[src/rtl/rr_arb_8_pkg.sv]
// Shared types and constants for the 8-way round-robin arbiter.
// Holds the state encoding, widths and the rotating-priority pick function.
package rr_arb_8_pkg;

  localparam int unsigned ARB_N     = 8;
  localparam int unsigned ARB_IDX_W = 3;
  localparam int unsigned HOLD_W    = 4;

  typedef enum logic {
    ST_IDLE  = 1'b0,
    ST_GRANT = 1'b1
  } arb_state_t;

  // Scan from the highest offset down so the set bit closest to ptr is the
  // last assignment and therefore the winner.
  function automatic logic [ARB_IDX_W-1:0] rr_pick(
    input logic [ARB_N-1:0]     req_v,
    input logic [ARB_IDX_W-1:0] ptr
  );
    logic [ARB_IDX_W-1:0] win;
    logic [ARB_IDX_W-1:0] cand;
    win = ptr;
    for (int unsigned k = ARB_N; k > 0; k--) begin
      cand = ptr + ARB_IDX_W'(k - 1);
      if (req_v[cand]) win = cand;
    end
    return win;
  endfunction

endpackage

[src/rtl/rr_arb_8_dec.sv]
// 3-to-8 one-hot decoder with enable; output is all-zero when disabled.
module dec_3x8
  import rr_arb_8_pkg::*;
(
  input  logic [ARB_IDX_W-1:0] in,
  input  logic                 E,
  output logic [ARB_N-1:0]     out
);

  always_comb begin
    out = '0;
    if (E) out[in] = 1'b1;
  end

endmodule

[src/rtl/rr_arb_8.sv]
// Round-robin arbiter for 8 requesters with a per-grant hold limit.
// gnt is a combinational decode of the registered owner index, gated by busy.
module rr_arb_8
  import rr_arb_8_pkg::*;
#(
  parameter int unsigned MAX_HOLD = 15
) (
  input  logic                 clk,
  input  logic                 rst_n,
  input  logic [ARB_N-1:0]     req,
  input  logic                 done,
  output logic [ARB_N-1:0]     gnt,
  output logic [ARB_IDX_W-1:0] gnt_idx,
  output logic                 busy,
  output logic                 timeout
);

  localparam logic [HOLD_W-1:0] LP_MAX_HOLD = HOLD_W'(MAX_HOLD);

  arb_state_t           r_state, w_state;
  logic [ARB_IDX_W-1:0] r_idx,   w_idx;
  logic [ARB_IDX_W-1:0] r_ptr,   w_ptr;
  logic [HOLD_W-1:0]    r_hold,  w_hold;
  logic                 r_busy,  w_busy;
  logic                 r_tmo,   w_tmo;
  logic [ARB_IDX_W-1:0] w_win;
  logic                 w_any;

  assign w_win = rr_pick(req, r_ptr);
  assign w_any = |req;

  always_ff @(posedge clk or negedge rst_n) begin
    if (!rst_n) begin
      r_state <= ST_IDLE;
      r_idx   <= '0;
      r_ptr   <= '0;
      r_hold  <= '0;
      r_busy  <= 1'b0;
      r_tmo   <= 1'b0;
    end else begin
      r_state <= w_state;
      r_idx   <= w_idx;
      r_ptr   <= w_ptr;
      r_hold  <= w_hold;
      r_busy  <= w_busy;
      r_tmo   <= w_tmo;
    end
  end

  // A normal release (done or owner dropped req) outranks the hold limit,
  // so timeout only fires when the limit alone ends the grant.
  always_comb begin
    w_state = r_state;
    w_idx   = r_idx;
    w_ptr   = r_ptr;
    w_hold  = r_hold;
    w_busy  = r_busy;
    w_tmo   = 1'b0;
    case (r_state)
      ST_IDLE: begin
        if (w_any) begin
          w_state = ST_GRANT;
          w_idx   = w_win;
          w_busy  = 1'b1;
          w_hold  = HOLD_W'(1);
        end
      end
      ST_GRANT: begin
        if (done || !req[r_idx] || (r_hold == LP_MAX_HOLD)) begin
          w_state = ST_IDLE;
          w_busy  = 1'b0;
          w_ptr   = r_idx + 1'b1;
          w_tmo   = !(done || !req[r_idx]);
        end else begin
          w_hold  = r_hold + 1'b1;
        end
      end
      default: begin
        w_state = ST_IDLE;
        w_busy  = 1'b0;
      end
    endcase
  end

  assign gnt_idx = r_idx;
  assign busy    = r_busy;
  assign timeout = r_tmo;

  dec_3x8 u_dec (
    .in  (r_idx),
    .E   (r_busy),
    .out (gnt)
  );

endmodule

[config.mk]
export PLATFORM = sky130hd
export DESIGN_NAME = rr_arb_8
export DESIGN_NICKNAME = d
export VERILOG_FILES = /design/src/rtl/rr_arb_8_pkg.sv /design/src/rtl/rr_arb_8_dec.sv /design/src/rtl/rr_arb_8.sv
export SDC_FILE = /design/constraint.sdc
export NUM_CORES = 1
export LEC_CHECK = 0
export ABC_AREA = 1
export CAP_MARGIN = 25
export CORE_MARGIN = 1
export CORE_UTILIZATION = 23
export CTS_CLUSTER_SIZE = 10
export DETAILED_ROUTE_END_ITERATION = 16
export GPL_TIMING_DRIVEN = 0
export PLACE_DENSITY_LB_ADDON = 0.2
export REMOVE_ABC_BUFFERS = 1
export SLEW_MARGIN = 20
export SYNTH_ARGS = -nofsm -noshare
export SYNTH_HDL_FRONTEND = slang
export SYNTH_HIERARCHICAL = 1
export SYNTH_SLANG_ARGS = --single-unit
[constraint.sdc]
create_clock -name clk -period 3.1 [get_ports clk]
set_input_delay 0.93 -clock clk [delete_from_list [all_inputs] [get_ports clk]]
set_output_delay 0.93 -clock clk [all_outputs]
set_load 0.1 [all_outputs]
==> results.sh, run 1 <==
export IMPL_status="finished, final reports clean"
export IMPL_drc=0
export IMPL_via_count=1422
export IMPL_grt_use_total_pct=12.99
export IMPL_fin_crit_ps=2981
export IMPL_syn_avg_cell_area_sq_um=6.098
export IMPL_crit_chain="clkdlybuf4s50_1"
export IMPL_worst_path_buf_inv=1
export IMPL_stdcell_area_sq_um=1672
export IMPL_ys_seq_elements=13
export IMPL_worstSetupPathType="reg -> out"
export IMPL_overflow=0
export IMPL_grt_pass1_vias=1441
export IMPL_max_freq_mhz=335.4
export IMPL_wl_microns=3530
export IMPL_vias_per_cell=4.486
export IMPL_slowest_delay_ps=1210
export IMPL_yosysSeqAreaShare_pct=24.03
export IMPL_slowest_stage="clkdlybuf4s50_1"
export IMPL_dr_pass1_iters=4
export IMPL_pre_cts_ws_ps=98.60
export IMPL_setup_viol=0
export IMPL_max_slew_margin_pct=35.47
export IMPL_syn_area_sq_um=1354
export IMPL_synth_distinct_cells=27
export IMPL_worst_pin_slew_ps=965.0
export IMPL_worstSkewPairLatency_ps=240
export IMPL_timing_final_hold_violations=0
export IMPL_ant_nets=0
export IMPL_clk_pin_slew_ps=60
export IMPL_synth_ff_type="dfrtp_1"
export IMPL_rsz0062_at_grt="false"
export IMPL_synth_most_common_cell="nand2_1"
export IMPL_yosys_area_top_type="dfrtp_1"
export IMPL_skew_ps=3.456
export IMPL_synth_edf_count=0
export IMPL_grt_pass1_wl_microns=6499
export IMPL_startpoint_type="flop"
export IMPL_end_kind="output port"
export IMPL_yosys_warnings=6
export IMPL_cp_top_family="buffers and inverters"
export IMPL_die_area_sq_um=6197
export IMPL_arrival_ps=2050
export IMPL_rows=27
export IMPL_drt_iter0_markers=96
export IMPL_h_tree_depth=1
export IMPL_clkSinkCount=13
export IMPL_io_pins=24
export IMPL_slew_violations=0
export IMPL_core_sq_um=5574
export IMPL_portBuffers=23
export IMPL_gp_congestion=0.7686
export IMPL_max_cap_violations=0
export IMPL_die_x_microns=78.72
export IMPL_holdBufCountCts=0
export IMPL_finalWorstSetupSlack_ps=118.5
export IMPL_wire_per_inst_microns=11.14
export IMPL_numCtsBuffers=3
export IMPL_syn_instance_count=222
export IMPL_fin_crit_sh_pct=96.18
export IMPL_drive_gt1_share_pct=9.388
export IMPL_synthTopCellsByArea="dfrtp_1 24%, nand2_1 21%, nand3_1 13%, inv_1 7.5%, nor2_1 4.2%"
export IMPL_clock_root_buffer="clkbuf_8"
export IMPL_crit_required_ps=2170
export IMPL_antenna_found_initial=0
export IMPL_hp_class="reg -> reg"
export IMPL_whs_ps=544.5
export IMPL_diodes=0
export IMPL_die_h_microns=78.72
export IMPL_synthArstFlopShare_pct=100.0
export IMPL_utilization_pct=29.99
export IMPL_placed_area_sq_um=1633
export IMPL_netlist_top_cells_count="75 x nand2_1, 36 x nand3_1, 27 x inv_1"
export IMPL_cts_tree="built"
export IMPL_hpwl_microns=2780
export IMPL_initial_core_util_pct=24.29
export IMPL_netlist_area_leader_share_pct=24.03
export IMPL_grt_max_degree=15
export IMPL_post_cts_buffers=0
export IMPL_cts_path_max_buffers=2
export IMPL_nNetsFinal=261
export IMPL_area_growth_pct=23.47
export IMPL_cp_max_fo=14
==> kinds of logic after synthesis <==
family	share of synthesized area (%)
AO/OA/AOI/OAI	10.54
XOR/XNOR	3.051
adder cells (fa/ha/maj)	3.697
buffers and inverters	12.39
flip-flops	24.03
AND/OR/NAND/NOR	46.30
==> metal layers <==
layer	wire length (microns)	GRT usage, %	vias up	share of wire (%)
met3	154	2.759	6	4.4
met5	0	0	-	0
met4	45	4.444	0	1.3
met1	1787	17.80	630	51
li1	-	-	758	-
met2	1542	20.00	28	44
==> through the flow <==
| step | TNS (ps) | cells |
|---|---|---|
| 4_1_cts | 0 | 317 |
| 5_1_grt | 0 | 317 |
| 3_5_place_dp | 0 | 313 |
| 6_report | 0 | 317 |
| 3_3_place_gp | 0 | 313 |
| 2_1_floorplan | -3176 | 218 |
==> flip-flops by register name, indices dropped and copies added, names as in the netlist <==
signal   cells
r_hold       4
gnt_idx      3
r_ptr        3
busy         1
r_state      1
timeout      1
==> placed cells by master (no fill, tap or decap), drive strengths merged <==
cell type	count
nor4	3
a31oi	1
nand2	77
clkdlybuf4s15	3
clkdlybuf4s50	15
nand3b	2
xor2	1
o21ai	10
and2	1
dlygate4sd2	5
nor3	1
xnor2	2
o211ai	2
a21oi	12
dfrtp	13
inv	33
nor2	16
ha	4
nand3	40
clkbuf	4
==> tightest hold or removal path, stage by stage, from the launching register on <==
cell	delay [ps]
dfrtp_1	370
inv_1	70
a21oi_1	60
==> cell type report <==
class                           count  area, sq um
Inverter                           33        126.4
Sequential cell                    13        325.3
Clock buffer                        4        45.04
Tap cell                           72        90.09
Timing Repair Buffer               23        224.0
Multi-Input combinational cell    172        860.8
Fill cell                         618         3902
==> final timing paths <==
| kind | depth (start not counted) | startpoint | to | slack (ps) |
|---|---|---|---|---|
| worst min register to register | 2 | r_hold[2]$_DFFE_PN0P_ | r_hold[2]$_DFFE_PN0P_ | 540 |
| worst min-delay path | 2 | r_hold[2]$_DFFE_PN0P_ | r_hold[2]$_DFFE_PN0P_ | 540 |
| worst max-delay path | 1 | gnt_idx[0]$_DFFE_PN0P_ | gnt_idx[0] | 120 |
| min in group asynchronous | 1 | rst_n | gnt_idx[1]$_DFFE_PN0P_ | 1060 |
| max in group asynchronous | 1 | rst_n | r_state$_DFF_PN0_ | 1650 |
| worst max register to register | 15 | r_ptr[0]$_DFFE_PN0P_ | gnt_idx[0]$_DFFE_PN0P_ | 720 |
==> timing repair <==
| action | in CTS | in global routing |
|---|---|---|
| setup endpoints to repair | 8 | 3 |
| pin swaps | 0 | 0 |
| resized for setup | 8 | 3 |
Power of run 1 is not shown: default switching activity piles up to over one toggle a cycle in this logic, so the estimate is an artifact.
==> run 2, diff against run 1 <==
--- a/config.mk
+++ b/config.mk
@@ -7,6 +7,7 @@
 export LEC_CHECK = 0
 export ABC_AREA = 1
 export CAP_MARGIN = 25
+export CORE_ASPECT_RATIO = 0.75
 export CORE_MARGIN = 1
 export CORE_UTILIZATION = 23
 export CTS_CLUSTER_SIZE = 10
==> constraint.sdc (replaced) <==
create_clock -name clk -period 3.7 [get_ports clk]
set_input_delay 1.11 -clock clk [delete_from_list [all_inputs] [get_ports clk]]
set_output_delay 1.11 -clock clk [all_outputs]
set_load 0.1 [all_outputs]
==> run 2 against run 1 <==
Worst hold slack gained 11 ps. Critical path depth grew 2. Flip-flop and latch count unchanged. First-iteration DRC count decreased by 18%. Routed wire length increased by 5.2%. Clock-buffer cell count unchanged. Final cell count up 0.95%. Via count increased by 1.3%. Utilization is 0.61 points higher. Register-to-register slack improved by 580 ps. Sequential share of layout area down 0.12 points.
==> results.sh, run 2 (synthesis results as in run 1) <==
export IMPL_h_tree_depth=1
export IMPL_timing_final_hold_violations=0
export IMPL_grt_pass1_vias=1274
export IMPL_largest_reg_flops=4
export IMPL_vias_per_cell=4.500
export IMPL_io_pins=24
export IMPL_grt_pass1_wl_microns=6306
export IMPL_cp_top_family="buffers and inverters"
export IMPL_mostFrequentLayoutCell="nand2_1"
export IMPL_status="finished, final reports clean"
export IMPL_core_sq_um=5497
export IMPL_slew_violations=0
export IMPL_final_cell_mix="75 x nand2_1, 36 x nand3_1, 27 x inv_1"
export IMPL_worstSetupPathType="reg -> out"
export IMPL_worstSkewPairLatency_ps=240
export IMPL_placed_area_sq_um=1637
export IMPL_numCtsBuffers=3
export IMPL_end_kind="output port"
export IMPL_slowest_stage="clkdlybuf4s50_1"
export IMPL_arrival_ps=2330
export IMPL_crit_chain="nand2_1, nor2_1, clkdlybuf4s50_1"
export IMPL_antenna_found_initial=0
export IMPL_fin_crit_ps=3444
export IMPL_nNetsFinal=261
export IMPL_max_cap_violations=0
export IMPL_max_freq_mhz=290.4
export IMPL_die_h_microns=68.44
export IMPL_grt_max_degree=15
export IMPL_overflow=0
export IMPL_wire_per_inst_microns=11.60
export IMPL_fin_crit_sh_pct=93.08
export IMPL_wl_microns=3712
export IMPL_stdcell_area_sq_um=1682
export IMPL_holdBufCountCts=0
export IMPL_rows=23
export IMPL_die_area_sq_um=6200
export IMPL_diodes=0
export IMPL_clock_root_buffer="clkbuf_8"
export IMPL_drive_gt1_share_pct=9.388
export IMPL_cp_max_fo=14
export IMPL_startpoint_type="flop"
export IMPL_cts_path_max_buffers=2
export IMPL_whs_ps=555.6
export IMPL_clk_pin_slew_ps=50
export IMPL_drt_iter0_markers=79
export IMPL_worst_path_buf_inv=1
export IMPL_hpwl_microns=2951
export IMPL_dr_pass1_iters=4
export IMPL_slowest_delay_ps=1140
export IMPL_worst_pin_slew_ps=969.0
export IMPL_rsz0062_at_grt="false"
export IMPL_hp_class="reg -> reg"
export IMPL_initial_core_util_pct=24.63
export IMPL_via_count=1440
export IMPL_crit_required_ps=2590
export IMPL_skew_ps=1.019
export IMPL_regMostFlops="r_hold"
export IMPL_clkSinkCount=13
export IMPL_grt_use_total_pct=13.28
export IMPL_cts_tree="built"
export IMPL_setup_viol=0
export IMPL_portBuffers=23
export IMPL_ant_nets=0
export IMPL_post_cts_buffers=0
export IMPL_gp_congestion=0.8045
export IMPL_area_growth_pct=24.21
export IMPL_cts_resized=0
export IMPL_drc=0
export IMPL_max_slew_margin_pct=35.20
export IMPL_die_x_microns=90.59
run 2: cell types whose count changed in the layout (fill, tap and decap cells not counted), sizes merged:
| cell | previous run | this run |
|---|---|---|
| clkdlybuf4s50 | 15 | 23 |
| dlygate4sd2 | 5 | 0 |
| clkdlybuf4s15 | 3 | 0 |
run 2: layer usage:
| layer | track usage (%) | part of all wire (%) | wire length (microns) | vias up |
|---|---|---|---|---|
| met1 | 20.57 | 56 | 2088 | 634 |
| met3 | 2.778 | 6.9 | 256 | 4 |
| met2 | 17.90 | 36 | 1336 | 44 |
| met5 | 0 | 0 | 0 | - |
| li1 | - | - | - | 758 |
| met4 | 3.629 | 0.81 | 30 | 0 |
run 2: worst min-delay path, cell delays in order (launching register included):
cell,delay (ps)
dfrtp_1,370
inv_1,70
a21oi_1,70
run 2: per-stage QoR:
stage	setup TNS, ps	utilization [%]	std cells	setup WS (ps)
CTS	0	30.59	320	234.7
floorplan	-261.3	-	218	-65.34
global placement	0	29.77	316	501.1
finish	0	30.59	320	255.9
detailed placement	0	29.77	316	516.3
global route	0	30.59	320	89.54
run 2: final timing paths:
check	startpoint	endpoint	slack, ps	cells after the start
max in group asynchronous	rst_n	r_ptr[2]$_DFFE_PN0P_	2070	1
min in group asynchronous	rst_n	r_hold[1]$_DFFE_PN0P_	1240	1
worst min register to register	r_hold[2]$_DFFE_PN0P_	r_hold[2]$_DFFE_PN0P_	560	2
worst min-delay path	r_hold[2]$_DFFE_PN0P_	r_hold[2]$_DFFE_PN0P_	560	2
worst max-delay path	gnt_idx[0]$_DFFE_PN0P_	gnt[7]	260	3
worst max register to register	r_ptr[0]$_DFFE_PN0P_	gnt_idx[0]$_DFFE_PN0P_	1300	15
run 2: layout make-up:
cell class              instances  area [sq um]
fillers                       608          3815
inverters                      33         126.4
multi-input cells             172         860.8
repair buffers                 23         230.2
clock buffers                   4         45.04
flip-flops and latches         13         325.3
well taps                      75         93.84
Power of run 2 is left out for the same reason.
